===== src/rtl/convolver_pkg.sv =====
// Shared convolver constants and fixed-point helpers.
// Used by the adder tree, MAC and activation blocks.
package convolver_pkg;

    localparam int FRAC_BITS = 8;

    function automatic int clog2(input int n);
        int r;
        r = 0;
        while ((1 << r) < n) begin
            r = r + 1;
        end
        return r;
    endfunction

    // Entries left after lvl rounds of pairwise reduction of n operands.
    function automatic int level_count(input int n, input int lvl);
        return (n + (1 << lvl) - 1) >> lvl;
    endfunction

    function automatic logic fits_width(
        input logic signed [63:0] v,
        input int                 w
    );
        logic signed [63:0] hi;
        logic signed [63:0] lo;
        hi = (64'sd1 <<< (w - 1)) - 64'sd1;
        lo = -hi - 64'sd1;
        return (v <= hi) && (v >= lo);
    endfunction

    function automatic logic signed [63:0] sat_to_width(
        input logic signed [63:0] v,
        input int                 w
    );
        logic signed [63:0] hi;
        logic signed [63:0] lo;
        hi = (64'sd1 <<< (w - 1)) - 64'sd1;
        lo = -hi - 64'sd1;
        if (v > hi) begin
            return hi;
        end else if (v < lo) begin
            return lo;
        end
        return v;
    endfunction

endpackage


===== src/rtl/adder_tree_level.sv =====
// One registered level of the pairwise adder tree.
// Odd trailing entry passes through unchanged.
module adder_tree_level #(
    parameter int N_IN  = 2,
    parameter int SUM_W = 21,
    localparam int N_OUT = (N_IN + 1) / 2
) (
    input  logic                   clk,
    input  logic                   rst_n,
    input  logic                   i_en,
    input  logic                   i_valid,
    input  logic [N_IN*SUM_W-1:0]  i_data,
    output logic                   o_valid,
    output logic [N_OUT*SUM_W-1:0] o_data
);

    logic [N_OUT*SUM_W-1:0] w_sum;
    logic [N_OUT*SUM_W-1:0] r_data;
    logic                   r_valid;

    for (genvar i = 0; i < N_OUT; i++) begin : g_pair
        if (2 * i + 1 < N_IN) begin : g_add
            assign w_sum[i*SUM_W +: SUM_W] =
                i_data[(2*i)*SUM_W +: SUM_W] +
                i_data[(2*i+1)*SUM_W +: SUM_W];
        end else begin : g_pass
            assign w_sum[i*SUM_W +: SUM_W] =
                i_data[(2*i)*SUM_W +: SUM_W];
        end
    end

    always_ff @(posedge clk or negedge rst_n) begin
        if (!rst_n) begin
            r_valid <= 1'b0;
            r_data  <= '0;
        end else if (i_en) begin
            r_valid <= i_valid;
            r_data  <= w_sum;
        end
    end

    assign o_valid = r_valid;
    assign o_data  = r_data;

endmodule


===== src/rtl/pipelined_adder_tree.sv =====
// Pipelined signed adder tree: NUM_INPUTS operands plus bias,
// exact guard-bit sum, then saturate/wrap register with overflow flag.
module pipelined_adder_tree
    import convolver_pkg::*;
#(
    parameter int DATA_WIDTH = 16,
    parameter int NUM_INPUTS = 25,
    parameter int SATURATE   = 1
) (
    input  logic                           clk,
    input  logic                           rst_n,
    input  logic                           in_valid,
    output logic                           in_ready,
    input  logic [NUM_INPUTS*DATA_WIDTH-1:0] data_in,
    input  logic [DATA_WIDTH-1:0]          bias,
    output logic                           out_valid,
    input  logic                           out_ready,
    output logic [DATA_WIDTH-1:0]          result,
    output logic                           overflow
);

    localparam int N      = NUM_INPUTS + 1;
    localparam int LEVELS = clog2(N);
    localparam int SUM_W  = DATA_WIDTH + LEVELS;

    logic [N*SUM_W-1:0]     w_ops;
    logic                   w_advance;
    logic signed [SUM_W-1:0] w_sum;
    logic                   w_sum_valid;
    logic [DATA_WIDTH-1:0]  w_res;
    logic                   w_ovf;

    logic                   r_out_valid;
    logic [DATA_WIDTH-1:0]  r_result;
    logic                   r_overflow;

    for (genvar k = 0; k < NUM_INPUTS; k++) begin : g_ext
        assign w_ops[k*SUM_W +: SUM_W] = {
            {LEVELS{data_in[k*DATA_WIDTH + DATA_WIDTH - 1]}},
            data_in[k*DATA_WIDTH +: DATA_WIDTH]
        };
    end

    assign w_ops[NUM_INPUTS*SUM_W +: SUM_W] =
        {{LEVELS{bias[DATA_WIDTH-1]}}, bias};

    // Whole pipe moves as one; a stalled output freezes every level.
    assign w_advance = !r_out_valid || out_ready;
    assign in_ready  = w_advance;

    for (genvar l = 0; l < LEVELS; l++) begin : g_lvl
        localparam int CNT_IN  = level_count(N, l);
        localparam int CNT_OUT = level_count(N, l + 1);

        logic [CNT_IN*SUM_W-1:0]  w_in;
        logic                     w_vin;
        logic [CNT_OUT*SUM_W-1:0] w_out;
        logic                     w_vout;

        if (l == 0) begin : g_first
            assign w_in  = w_ops;
            assign w_vin = in_valid;
        end else begin : g_next
            assign w_in  = g_lvl[l-1].w_out;
            assign w_vin = g_lvl[l-1].w_vout;
        end

        adder_tree_level #(
            .N_IN  (CNT_IN),
            .SUM_W (SUM_W)
        ) u_level (
            .clk     (clk),
            .rst_n   (rst_n),
            .i_en    (w_advance),
            .i_valid (w_vin),
            .i_data  (w_in),
            .o_valid (w_vout),
            .o_data  (w_out)
        );
    end

    assign w_sum       = g_lvl[LEVELS-1].w_out;
    assign w_sum_valid = g_lvl[LEVELS-1].w_vout;
    assign w_ovf       = !fits_width(64'(w_sum), DATA_WIDTH);

    if (SATURATE != 0) begin : g_sat
        assign w_res = DATA_WIDTH'(sat_to_width(64'(w_sum), DATA_WIDTH));
    end else begin : g_wrap
        assign w_res = w_sum[DATA_WIDTH-1:0];
    end

    always_ff @(posedge clk or negedge rst_n) begin
        if (!rst_n) begin
            r_out_valid <= 1'b0;
            r_result    <= '0;
            r_overflow  <= 1'b0;
        end else if (w_advance) begin
            r_out_valid <= w_sum_valid;
            r_result    <= w_res;
            r_overflow  <= w_ovf;
        end
    end

    assign out_valid = r_out_valid;
    assign result    = r_result;
    assign overflow  = r_overflow;

endmodule


===== config.mk =====
export PLATFORM = sky130hd
export DESIGN_NAME = pipelined_adder_tree
export DESIGN_NICKNAME = d
export VERILOG_FILES = /design/src/rtl/convolver_pkg.sv /design/src/rtl/adder_tree_level.sv /design/src/rtl/pipelined_adder_tree.sv
export SDC_FILE = /design/constraint.sdc
export NUM_CORES = 2
export LEC_CHECK = 0
export ABC_AREA = 1
export CAP_MARGIN = 40
export CELL_PAD_IN_SITES_DETAIL_PLACEMENT = 1
export CELL_PAD_IN_SITES_GLOBAL_PLACEMENT = 2
export CORE_MARGIN = 2
export CORE_UTILIZATION = 35
export CTS_BUF_LIST = sky130_fd_sc_hd__clkbuf_4 sky130_fd_sc_hd__clkbuf_8 sky130_fd_sc_hd__clkbuf_16
export CTS_CLUSTER_SIZE = 8
export DETAILED_ROUTE_END_ITERATION = 8
export GPL_ROUTABILITY_DRIVEN = 0
export PLACE_DENSITY_LB_ADDON = 0.1
export REMOVE_ABC_BUFFERS = 1
export SETUP_SLACK_MARGIN = 0.2
export SLEW_MARGIN = 20
export SYNTH_ARGS = -nofsm -noshare
export SYNTH_HDL_FRONTEND = slang
export SYNTH_SLANG_ARGS = --single-unit

===== constraint.sdc =====
create_clock -name clk -period 4.1 [get_ports clk]
set_input_delay 0.82 -clock clk [delete_from_list [all_inputs] [get_ports clk]]
set_output_delay 0.82 -clock clk [all_outputs]
set_load 0.02 [all_outputs]

* Word level (Yosys, flattened, before mapping)
Index checks and enable logic that the tools add are counted.
** Operators by class
- Add/sub/neg operators :: 25
- Multipliers :: 0
- Div/mod/pow operators :: 0
- Magnitude comparators :: 4
- Equality and inequality tests :: 0
- Shift-type cells :: 0
- Mux-type cells :: 5
- Bitwise logic cells :: 0
- Reductions and logical operators :: 4
** Operators by type and width (count)
- adder 21 bit :: 12
- adder 16 x 16 -> 17 bit :: 13
- two-way mux 16 bit :: 3
- greater-or-equal comparator 21 x 16 -> 1 bit, second input constant :: 1
- greater-than comparator 21 x 16 -> 1 bit, second input constant :: 1
- <= comparator 21 x 16 -> 1 bit, second input constant :: 1
- < comparator 21 x 16 -> 1 bit, second input constant :: 1
- zero test 1 bit :: 2
- two-way mux 1 bit :: 2
- logical AND 1 bit :: 1
- logical OR 1 bit :: 1
** Storage, ports and cells
- Register bits after elaboration :: 590
- Latch bits :: 0
- Memory bits (writable) :: 0
- Bits in read-only memories :: 0
- Bits of input ports :: 420
- Output and inout bits :: 19
- Logic and storage cells :: 51
- Memories kept :: 0

* Logic depth before layout (Yosys ltp)
- Word-level depth :: 4
- Mapped depth :: 13
- Mapped depth without buffers :: 13

* By module
Synthesis repeated with hierarchy kept, for this count alone.
** Second synthesis, totals
- Cells, all modules :: 8566
- Area total of the unflattened synthesis :: 54574.8 um^2
** By module, submodules not included
- adder_tree_level at g_lvl[0].u_level :: times used 1, cells an instance 4314, area an instance 26988.4 um^2, sequential area each 6856.6 um^2
- adder_tree_level at g_lvl[1].u_level :: times used 1, cells an instance 2081, area an instance 13354.1 um^2, sequential area each 3703.6 um^2
- adder_tree_level at g_lvl[2].u_level :: times used 1, cells an instance 1087, area an instance 7084.3 um^2, sequential area each 2127.0 um^2
- adder_tree_level at g_lvl[3].u_level :: times used 1, cells an instance 665, area an instance 4202.8 um^2, sequential area each 1076.0 um^2
- adder_tree_level at g_lvl[4].u_level :: times used 1, cells an instance 336, area an instance 2133.3 um^2, sequential area each 550.5 um^2
- pipelined_adder_tree :: times used 1, cells an instance 83, area an instance 812.0 um^2, sequential area each 450.4 um^2

* Least setup slack after synthesis
OpenSTA, ideal clock, no wires.
- Path type :: input to output
- Start :: input port out_ready
- End :: output port in_ready
- Arrival :: 1.471 ns
- Path slack :: 1.809 ns
- Stages :: 5
- Buffers on the path :: 3
- Cells stage by stage :: nor2_2 -> buf_6 -> inv_2 -> buf_2 -> buf_2
** On the way
- Word-level cells in the longest chain between the ends :: 1
** Ends and longest elaborated chain
- start, declared :: RTL line pipelined_adder_tree.sv:17 : input logic out_ready,
- logical OR 1 bit :: RTL line pipelined_adder_tree.sv:48 : assign w_advance = !r_out_valid || out_ready;
- end, declared :: RTL line pipelined_adder_tree.sv:13 : output logic in_ready,
Every way passes these cells.

* Worst setup path in the final report
Same ends and word-level chain as after synthesis.

==> impl_metrics.tcl <==
set metrics [dict create \
    yosys_warnings 0 \
    place_area_um2 50200 \
    finClkSkew_ns 0.0350 \
    drc 0 \
    grt_pass1_wl_mm 239 \
    fin_cells 8811 \
    wl_per_cell_um 16.5 \
    nets 8012 \
    die_x_um 360 \
    fmax_ghz 0.358 \
    cts_setup_buffers 0 \
    worstMarginPinSlew_ns 0.978 \
    grt_pass1_vias 45700 \
    drt_iter0_drc 1905 \
    synth_seq_area_share 0.299 \
    totalWireLength_mm 146 \
    post-route-period-util 0.681 \
    antenna_found_initial 1 \
    cts.clk_slew.worst_paths_ns 0.05 \
    cts_buffers 79 \
    final-hold-violation-count 0 \
    synth_top_area_share 0.299 \
    cts_hold_buf 0 \
    drive_gt1_frac 0.0200 \
    maxCapViolCount 0 \
    synthToLayoutAreaGrowth_pct 18.3 \
    final_util 0.418 \
    critPathKind "primary input to output port" \
    syn_area_per_cell_um2 6.60 \
    grtUsageTotal 0.224 \
    cp.required_ns 3.28 \
    synth.distinct_cells 33 \
    vias 43700 \
    synth_top_area_cell "dfrtp_1" \
    final_cell_area_um2 52400 \
    run_status "finished, final reports clean" \
    die_h_um 360 \
    fin_tns_setup_ns 0 \
    ir_drop_uv 335 \
    clk_latency_ns 0.66 \
    ant_nets 0 \
    maxSlewViolCount 0 \
    cts_max_path_buffers 3 \
    dpl.hpwl_mm 118 \
    cts-resized-gates 0 \
    crit_fanout 30 \
    grt_remaining_overflow 0 \
    layout_commonest_cell "nand2_1" \
    cp-end-kind "output port" \
    crit_arrival_ns 1.97 \
    hold_class "primary input to async pin" \
    cts.sinks 530 \
    synthTopCellsByArea "dfrtp_1 30%, nand2_1 23%, ha_1 12%, nand3_1 6.0%, inv_1 5.8%" \
    rows 130 \
    initial_core_util 0.353 \
    p_leak_nw 27.0 \
    finalWorstPathRequiredPeriod_ns 2.79 \
    synth_cells 6717 \
    dp.cells 8706 \
    port_buffers 438 \
    power.total_mw 41.6 \
    routed_via_density 4.96 \
    synth-seq-cells 530 \
    core_um2 126000 \
    syn-cell-area_um2 44300 \
    final_cell_mix "2709 x nand2_1, 685 x inv_1, 534 x nand3_1" \
    setup_viol 0 \
    drt_pre_antenna_iters 5 \
    pin_count 439 \
    ctsRootBufferMaster "clkbuf_16" \
    ctsHtreeMaxLevel 3 \
    cts_tree "done" \
    grt_setup_unrepaired "no" \
    fp.dieArea_um2 130000 \
    p_per_area_nw_per_um2 793 \
    crit_path_start_kind "primary input" \
    slew_headroom 0.348 \
    fillerInstances 16300 \
    grt_max_degree 193 \
]
per-stage QoR:
stage	hold WS, ns	setup slack, ns
global route	0.131	1.29
finish	0.119	1.31
floorplan	0.420	-21.31
global placement	0.438	1.24
CTS	0.0890	1.30
detailed placement	0.453	1.20
cells in the mapped netlist:
cell type and count:
a21o_1 3, a21oi_1 408, a21oi_2 1, a21oi_4 1, a31oi_1 13, and2_1 50
buf_2 45, buf_4 15, buf_6 41, buf_8 3, clkbuf_1 12, dfrtp_1 530
fa_1 25, ha_1 430, inv_1 685, inv_2 1, nand2_1 2709, nand2_2 3
nand3_1 534, nand3b_1 93, nand4_1 55, nor2_1 499, nor2_2 2, nor3_1 42
nor3b_1 3, o21a_1 1, o21ai_0 313, o21ai_1 21, o21ai_2 10, o21bai_1 23
or2_2 2, xnor2_1 97, xor2_1 47
kinds of logic after synthesis:
group,synth area share
flops,0.299
fa+ha+maj,0.133
simple gates,0.369
buf+inv,0.0782
compound gates,0.0927
xor+xnor,0.0285
layer usage:
layer	vias to the layer above	track usage	wire length [um]
met5	-	0	0
met4	0	0.0531	2940
met3	146	0.0282	4620
met2	564	0.370	65200
met1	20600	0.311	72800
li1	22400	-	-
flip-flops by register name, indices dropped and copies added (netlist names):
name and count:
g_lvl.u_level.o_valid 5, g_lvl.u_level.o_data 507, out_valid 1, result 16, overflow 1
final timing paths:
path / endpoint / cells after the start / startpoint / slack (ns)
worst max-delay path: in_ready / 4 / out_ready / 1.31
worst min-delay path: g_lvl[0].u_level.o_data[23] / 1 / rst_n / 0.12
worst max register to register: g_lvl[2].u_level.o_data[37] / 10 / g_lvl[1].u_level.o_data[63] / 1.74
worst min register to register: out_valid / 2 / g_lvl[4].u_level.o_valid / 0.45
max in group asynchronous: g_lvl[1].u_level.o_data[103] / 2 / rst_n / 2.85
min in group clk: out_valid / 2 / g_lvl[4].u_level.o_valid / 0.45
power by group:
group / internal, mW / leakage, nW / switching, mW
logic: 9.09 / 19.6 / 16.3
registers: 7.87 / 6.26 / 2.22
clock network: 3.67 / 1.13 / 2.48
area by class of cell:
class / count / area (um2) / share of cell area
clock inverters: 9 / 101 / 0.00193
clock buffers: 95 / 2160 / 0.0411
repair buffers: 455 / 4660 / 0.0890
well taps: 1650 / 2060 / 0.0394
flip-flops and latches: 530 / 13300 / 0.253
multi-input cells: 5385 / 27600 / 0.526
diodes: 1 / 2.50 / 0.0000477
inverters: 686 / 2580 / 0.0492
worst max-delay path: stages:
cell,delay (ns)
clkdlybuf4s50_1,0.50
nor2_4,0.08
inv_8,0.28
buf_4,0.23
(Power assumes the default switching activity.)
